`src/rtl/hazard_detection_unit.sv`:
```
// Pipeline hazard detection: purely combinational stall/flush conditions for fetch, data memory, jumps and solo instructions.
// Optional HAZARD_SCAN_EN adds a cycle counter and windowed simulation-only debug printing.
module hazard_detection_unit #(
    parameter int CORE            = 0,
    parameter int ADDRESS_BITS    = 20,
    parameter int SCAN_CYCLES_MIN = 0,
    parameter int SCAN_CYCLES_MAX = 1000
) (
    input  logic                    clock,
    input  logic                    reset,
    input  logic                    fetch_ready,
    input  logic                    fetch_valid,
    input  logic                    issue_request,
    input  logic [ADDRESS_BITS-1:0] issue_PC,
    input  logic [ADDRESS_BITS-1:0] fetch_address_in,
    input  logic                    memory_valid,
    input  logic                    memory_ready,
    input  logic                    load_memory,
    input  logic                    store_memory,
    input  logic [ADDRESS_BITS-1:0] load_address,
    input  logic [ADDRESS_BITS-1:0] memory_address_in,
    input  logic [6:0]              opcode_decode,
    input  logic [6:0]              opcode_execute,
    input  logic                    branch_execute,
    input  logic                    solo_instr_decode,
    input  logic                    solo_instr_execute,
    input  logic                    solo_instr_memory_issue,
    input  logic                    solo_instr_memory_receive,
    input  logic                    solo_instr_writeback,
    output logic                    i_mem_issue_hazard,
    output logic                    i_mem_recv_hazard,
    output logic                    d_mem_issue_hazard,
    output logic                    d_mem_recv_hazard,
    output logic                    JALR_branch_hazard,
    output logic                    JAL_hazard,
    output logic                    solo_instr_hazard,
    input  logic                    scan
);

    localparam logic [6:0] OP_JAL    = 7'b1101111;
    localparam logic [6:0] OP_JALR   = 7'b1100111;
    localparam logic [6:0] OP_BRANCH = 7'b1100011;

    logic fetch_addr_match;
    logic load_addr_match;

    assign fetch_addr_match = (fetch_address_in == issue_PC);
    assign load_addr_match  = (memory_address_in == load_address);

    // A valid response tagged for a different address is stale and must not be consumed.
    assign i_mem_issue_hazard = ~fetch_ready;
    assign i_mem_recv_hazard  = issue_request & (~fetch_valid | ~fetch_addr_match);
    assign d_mem_issue_hazard = ~memory_ready & (load_memory | store_memory);
    assign d_mem_recv_hazard  = load_memory & (~memory_valid | ~load_addr_match);

    assign JAL_hazard         = (opcode_decode == OP_JAL);
    assign JALR_branch_hazard = (opcode_execute == OP_JALR) |
                                ((opcode_execute == OP_BRANCH) & branch_execute);

    // A solo instruction in decode waits there; only its presence downstream blocks others.
    assign solo_instr_hazard  = solo_instr_execute | solo_instr_memory_issue |
                                solo_instr_memory_receive | solo_instr_writeback;

    logic unused_ok;

`ifdef HAZARD_SCAN_EN
    logic [31:0] cycle_count;

    always_ff @(posedge clock) begin
        if (!reset) begin
            cycle_count <= 32'd0;
        end else begin
            cycle_count <= cycle_count + 32'd1;
        end
    end

    always_ff @(posedge clock) begin
        if (scan && (cycle_count >= 32'(SCAN_CYCLES_MIN)) &&
            (cycle_count <= 32'(SCAN_CYCLES_MAX))) begin
            $display("core %0d hazard unit cycle %0d", CORE, cycle_count);
            $display("  fetch_ready=%b fetch_valid=%b issue_request=%b issue_PC=%h fetch_address_in=%h",
                     fetch_ready, fetch_valid, issue_request, issue_PC, fetch_address_in);
            $display("  memory_valid=%b memory_ready=%b load_memory=%b store_memory=%b load_address=%h memory_address_in=%h",
                     memory_valid, memory_ready, load_memory, store_memory, load_address, memory_address_in);
            $display("  opcode_decode=%b opcode_execute=%b branch_execute=%b",
                     opcode_decode, opcode_execute, branch_execute);
            $display("  solo decode=%b execute=%b mem_issue=%b mem_receive=%b writeback=%b",
                     solo_instr_decode, solo_instr_execute, solo_instr_memory_issue,
                     solo_instr_memory_receive, solo_instr_writeback);
            $display("  i_mem_issue=%b i_mem_recv=%b d_mem_issue=%b d_mem_recv=%b JALR_branch=%b JAL=%b solo=%b",
                     i_mem_issue_hazard, i_mem_recv_hazard, d_mem_issue_hazard, d_mem_recv_hazard,
                     JALR_branch_hazard, JAL_hazard, solo_instr_hazard);
        end
    end

    assign unused_ok = solo_instr_decode;
`else
    assign unused_ok = ^{1'b0, clock, reset, scan, solo_instr_decode,
                         CORE[0], SCAN_CYCLES_MIN[0], SCAN_CYCLES_MAX[0]};
`endif

endmodule

```
`config.mk`:
```
export PLATFORM = sky130hd
export DESIGN_NAME = hazard_detection_unit
export DESIGN_NICKNAME = d
export VERILOG_FILES = /design/src/rtl/hazard_detection_unit.sv
export SDC_FILE = /design/constraint.sdc
export NUM_CORES = 1
export LEC_CHECK = 0
export ABC_AREA = 1
export CORE_ASPECT_RATIO = 1.75
export CORE_MARGIN = 2
export CORE_UTILIZATION = 27
export DETAILED_ROUTE_END_ITERATION = 8
export PLACE_DENSITY = 0.85
export SLEW_MARGIN = 0
export SYNTH_ARGS = -nofsm -noshare
export SYNTH_HDL_FRONTEND = slang
export SYNTH_SLANG_ARGS = --single-unit
```
`constraint.sdc`:
```
create_clock -name vclk -period 1.7
set_clock_uncertainty 0.2 [all_clocks]
set_input_delay 0.51 -clock vclk [all_inputs]
set_output_delay 0.51 -clock vclk [all_outputs]
set_load 0.03 [all_outputs]
```
==> metrics.cfg, run 1 <==
[routing]
avgRoutedWirePerCell_um = 9.691
firstDrtPassIters = 4
vias = 1654
postRouteAntennaNets = 0
via_per_inst = 4.230
drtIter0Drc = 16
route.detailed.drc = 0
finalWirelength_um = 3789

[synth]
synth_cells = 233
synth.yosys.seq_area_share = 0
ys_types = 10
syn-num-nets = 343
syn_area_per_cell_um2 = 3.942
yosys_warnings = 0
synthesis.area_um2 = 918.4

[run_status]
outcome = finished with violations
violations = setup timing

[global_route]
grt.total_usage = 0.1883
grt-ovfl-total = 0
grt_pass1_vias = 1640
antenna_found_initial = 0
grt_max_degree = 3
grt_pass1_wl_um = 5658

[power_and_ir_drop]
p_per_area_nw_per_um2 = 203.7
ir_worst_vdd_mv = 0.1320
leakage_uw = 0.001319

[sta]
min_period_ns = 2.085
tns_ns = -1.134
worst_slack_ns = -0.3854
rsz0062_at_grt = yes
slew_violations = 0
post-route-period-util = 1.227
setup_viol = 5
worst_pin_slew_ns = 0.1508
hold_viol_final = 0
max_slew_margin = 0.8990
fmax_ghz = 0.4795
holdWs_ns = 1.109

[finish]
diodes = 0
flops_and_latches = 0
final_area_um2 = 1967
drive_above_1_share = 0.4335
area_delta_synth_final_pct = 114.2
seq_area_um2 = 0
fillers = 349
multi_input_area_um2 = 759.5
final_common_cell = nand2_1
final_cell_mix = 101 x nand2_1, 52 x inv_1, 52 x buf_2, 41 x buf_6
clkbuf_count = 0
layout.nets = 458
fin_cells = 391
final_core_util = 0.5910

[die]
die_w_um = 48.09
die_area_um2 = 3902
ioPinCount = 117
die_y_um = 81.15
start_util = 0.2759
core_area_um2 = 3328
fp-row-count = 28

[setup_path]
critical_path_depth = 11
slowest_delay_ns = 0.14
crit_family = simple AND/OR/NAND/NOR gates
crit_buf_inv = 4
worstPathArrival_ns = 1.38
timing.critical_path.fanout_max = 2
cp-startpoint = load_address[7]
crit_end = d_mem_recv_hazard
crit_type = in2out
end_kind = primary output
startpoint_type = input pin
cpMaxStageDelayCell = nor2_2
path_cells = buf_2, inv_2, nand2_2, nand2_1, nor2_1, nand2_1, nor2_2, nand3_2, nand2_2, inv_2, buf_6
cp.required_ns = 0.99

[cts]
holdBufCountCts = 0

[placement]
port_buffers = 113
dp_hpwl_um = 3285
place_area_um2 = 2111
place.gp.congestion = 0.7312
place_inst = 391

[hold_path]
hold_class = in2out
hold_path_depth = 3

[flow_run]
max-cap-violations = 0

-- how the worst min path moves through the flow --
stage	from	end	slack (ns)
finish	solo_instr_execute	solo_instr_hazard	1.11
global route	solo_instr_writeback	solo_instr_hazard	1.12
CTS	solo_instr_writeback	solo_instr_hazard	1.11
detailed placement	fetch_ready	i_mem_issue_hazard	1.42
global placement	fetch_ready	i_mem_issue_hazard	1.41
floorplan	opcode_decode[4]	JAL_hazard	0.86
-- cell type report --
cell class,count,area share
Multi-Input combinational cell,162,0.3861
Timing Repair Buffer,113,0.4497
Tap cell,45,0.02863
Inverter,71,0.1355
-- routing by layer --
layer / vias to the layer above / routed length [µm] / track usage
li1: 873 / - / -
met1: 696 / 1121 / 0.1485
met2: 83 / 2175 / 0.4107
met3: 2 / 486 / 0.05333
met4: 0 / 7 / 0.01351
met5: - / 0 / 0
-- logic make-up (layout without fill, tap and decap cells) --
family | Yosys count | after routing | synth area share
simple gates | 159 | 159 | 0.6853
xor+xnor | 2 | 2 | 0.01908
compound gates | 1 | 1 | 0.005444
buf+inv | 71 | 184 | 0.2902
-- tightest hold or removal path: stages --
cell,delay [ns]
buf_6,0.06
or4_4,0.11
buf_6,0.12
-- repair_timing --
item                       in CTS  in global routing
setup buffers                   0                  0
hold endpoints to repair        0                  0
resized for setup             400                 55
pin swaps                     118                 57
setup endpoints to repair       7                  6
-- report_power, final --
group	leakage [µW]	internal, µW	switching [µW]	total (µW)
Sequential	0	0	0	0
Clock	0	0	0	0
Combinational	0.00132	228	173	401
-- Yosys cell counts --
cell type  number  share of area
xnor2_1         2          0.019
nor3_1          2          0.011
or2_1           6          0.041
nand3_1         7          0.038
nand2_1       114           0.47
nor2_1         28           0.11
inv_1          71           0.29
nand4_1         1         0.0068
o21ai_0         1         0.0054
or4_1           1         0.0082
-- through the flow --
stage               setup slack, ns  total power, µW
global placement             -1.035            424.0
floorplan                   -0.1035            141.9
CTS                         -0.3881            372.3
global route                -0.4739            452.0
finish                      -0.3854            400.7
detailed placement           -1.039            434.9
Power figures use the tool's default switching activity.
==> run 2: changes to the inputs <==
Settings changed: CAP_MARGIN set to 20.
==> results of run 2 <==
Final layout, timing and power as in run 1 (identical DEF).
==> run 3: changes to the inputs <==
==> constraint.sdc (replaced) <==
create_clock -name vclk -period 1.7
set_clock_uncertainty 0.2 [all_clocks]
set_input_delay 0.34 -clock vclk [all_inputs]
set_output_delay 0.34 -clock vclk [all_outputs]
set_load 0.03 [all_outputs]
==> metrics.cfg, run 3 (synthesis gave the netlist of run 1 again) <==
[die]
die_area_um2 = 3902  ; unchanged
die_y_um = 81.15  ; unchanged
core_area_um2 = 3328  ; unchanged
ioPinCount = 117  ; unchanged
fp-row-count = 28  ; unchanged
start_util = 0.2759  ; unchanged
die_w_um = 48.09  ; unchanged

[routing]
route.detailed.drc = 0  ; unchanged
drtIter0Drc = 9  ; was 16
vias = 1613  ; was 1654
finalWirelength_um = 3627  ; was 3789 µm
firstDrtPassIters = 3  ; was 4
via_per_inst = 4.125  ; was 4.230
avgRoutedWirePerCell_um = 9.276  ; was 9.691 µm
postRouteAntennaNets = 0  ; unchanged

[sta]
post-route-period-util = 0.9967  ; was 1.227
fmax_ghz = 0.5902  ; was 0.4795 GHz
setup_viol = 0  ; was 5
rsz0062_at_grt = yes  ; unchanged
holdWs_ns = 0.7842  ; was 1.109 ns
hold_viol_final = 0  ; unchanged
max_slew_margin = 0.9110  ; was 0.8990
worst_slack_ns = 0.005693  ; was -0.3854 ns
slew_violations = 0  ; unchanged
worst_pin_slew_ns = 0.1330  ; was 0.1508 ns
min_period_ns = 1.694  ; was 2.085 ns

[global_route]
grt-ovfl-total = 0  ; unchanged
grt_pass1_wl_um = 5333  ; was 5658 µm
antenna_found_initial = 0  ; unchanged
grt_max_degree = 3  ; unchanged
grt.total_usage = 0.1811  ; was 0.1883
grt_pass1_vias = 1498  ; was 1640

[setup_path]
slowest_delay_ns = 0.14  ; about the same
cpMaxStageDelayCell = xnor2_2  ; was nor2_2
cp.required_ns = 1.16  ; was 0.99 ns
timing.critical_path.fanout_max = 1  ; was 2
end_kind = primary output  ; unchanged
worstPathArrival_ns = 1.15  ; was 1.38 ns
timing.critical_path.mode_cell = nand3_1
path_cells = buf_2, xnor2_2, nand3_1, nor2_1, nand3_1, nand2_1, inv_2, buf_6  ; was buf_2, inv_2, nand2_2, nand2_1, nor2_1, nand2_1, nor2_2, nand3_2, nand2_2, inv_2, buf_6
startpoint_type = input pin  ; unchanged
crit_type = in2out  ; unchanged

[finish]
drive_above_1_share = 0.4277  ; was 0.4335
flops_and_latches = 0  ; unchanged
final_common_cell = nand2_1  ; unchanged
diodes = 0  ; unchanged
seq_area_um2 = 0  ; unchanged
layout.nets = 458  ; unchanged
area_delta_synth_final_pct = 115.9  ; was 114.2%
final_cell_mix = 94 x nand2_1, 43 x inv_1, 36 x buf_6, 33 x buf_2, 27 x inv_2  ; was 101 x nand2_1, 52 x inv_1, 52 x buf_2, 41 x buf_6
clkbuf_count = 0  ; unchanged

[hold_path]
hold_class = in2out  ; unchanged

[run_status]
outcome = finished clean  ; was finished with violations

[placement]
dp_hpwl_um = 3187  ; was 3285 µm
dp_slack_ns = -0.8442  ; was -1.039 ns
port_buffers = 113  ; unchanged
place.gp.congestion = 0.7685  ; was 0.7312

[cts]
cts_setup_buffers = 0  ; unchanged

[flow_run]
max-cap-violations = 0  ; unchanged

[power_and_ir_drop]
ir_worst_vdd_mv = 0.1310  ; was 0.1320 mV
leakage_uw = 0.001343  ; was 0.001319 µW
p_per_area_nw_per_um2 = 202.6  ; was 203.7 nW/µm²

## run 3: cell types whose count changed in the layout (fill, tap and decap cells not counted), sizes merged
cell           change
buf               -21
clkbuf            +10
clkdlybuf4s15      -7
clkdlybuf4s50      +4
dlygate4sd2       +10
dlymetal6s2s       +4
## run 3: repair_timing
item / in CTS / in global routing
hold buffers: 0 / 0
resized for setup: 309 / 117
cloned: 0 / 0
setup endpoints to repair: 5 / 5
pin swaps: 108 / 81
## run 3: layout make-up
cell class | count | area [µm²]
repair buffers | 113 | 919.6
fillers | 362 | 1345
inverters | 71 | 269.0
well taps | 45 | 56.30
multi-input cells | 162 | 738.2
## run 3: path summary, 6_finish.rpt
| check | slack, ns | start | cells after the start | endpoint |
|---|---|---|---|---|
| worst min-delay path | 0.78 | solo_instr_writeback | 3 | solo_instr_hazard |
| worst max-delay path | 0.006 | memory_address_in[6] | 8 | d_mem_recv_hazard |
## run 3: report_power, final
part           internal, µW  switching, µW
Sequential                0              0
Combinational           234            168
Clock                     0              0
Total                   234            168
## run 3: per-layer routing
metal	GRT usage	part of all wire
met5	0	0
met4	0.06486	0.048
met2	0.3907	0.61
met3	0.004444	0.053
met1	0.1497	0.29
## run 3: metrics by stage
stage               setup TNS [ns]  area [µm²]    util  power (µW)  std cells
floorplan                        0       918.4       -       139.0        233
global placement            -2.044        2093  0.6289       417.4        391
detailed placement          -2.113        2093  0.6289       426.0        391
CTS                       -0.06178        1897  0.5699       358.7        391
global route               -0.1409        1983  0.5959       453.3        391
finish                           0        1983  0.5959       401.7        391
## run 3: worst max-delay path: cells and delay by family
family        cells  cell delay (ns)
xor+xnor          1             0.14
buf+inv           3             0.27
simple gates      4             0.39
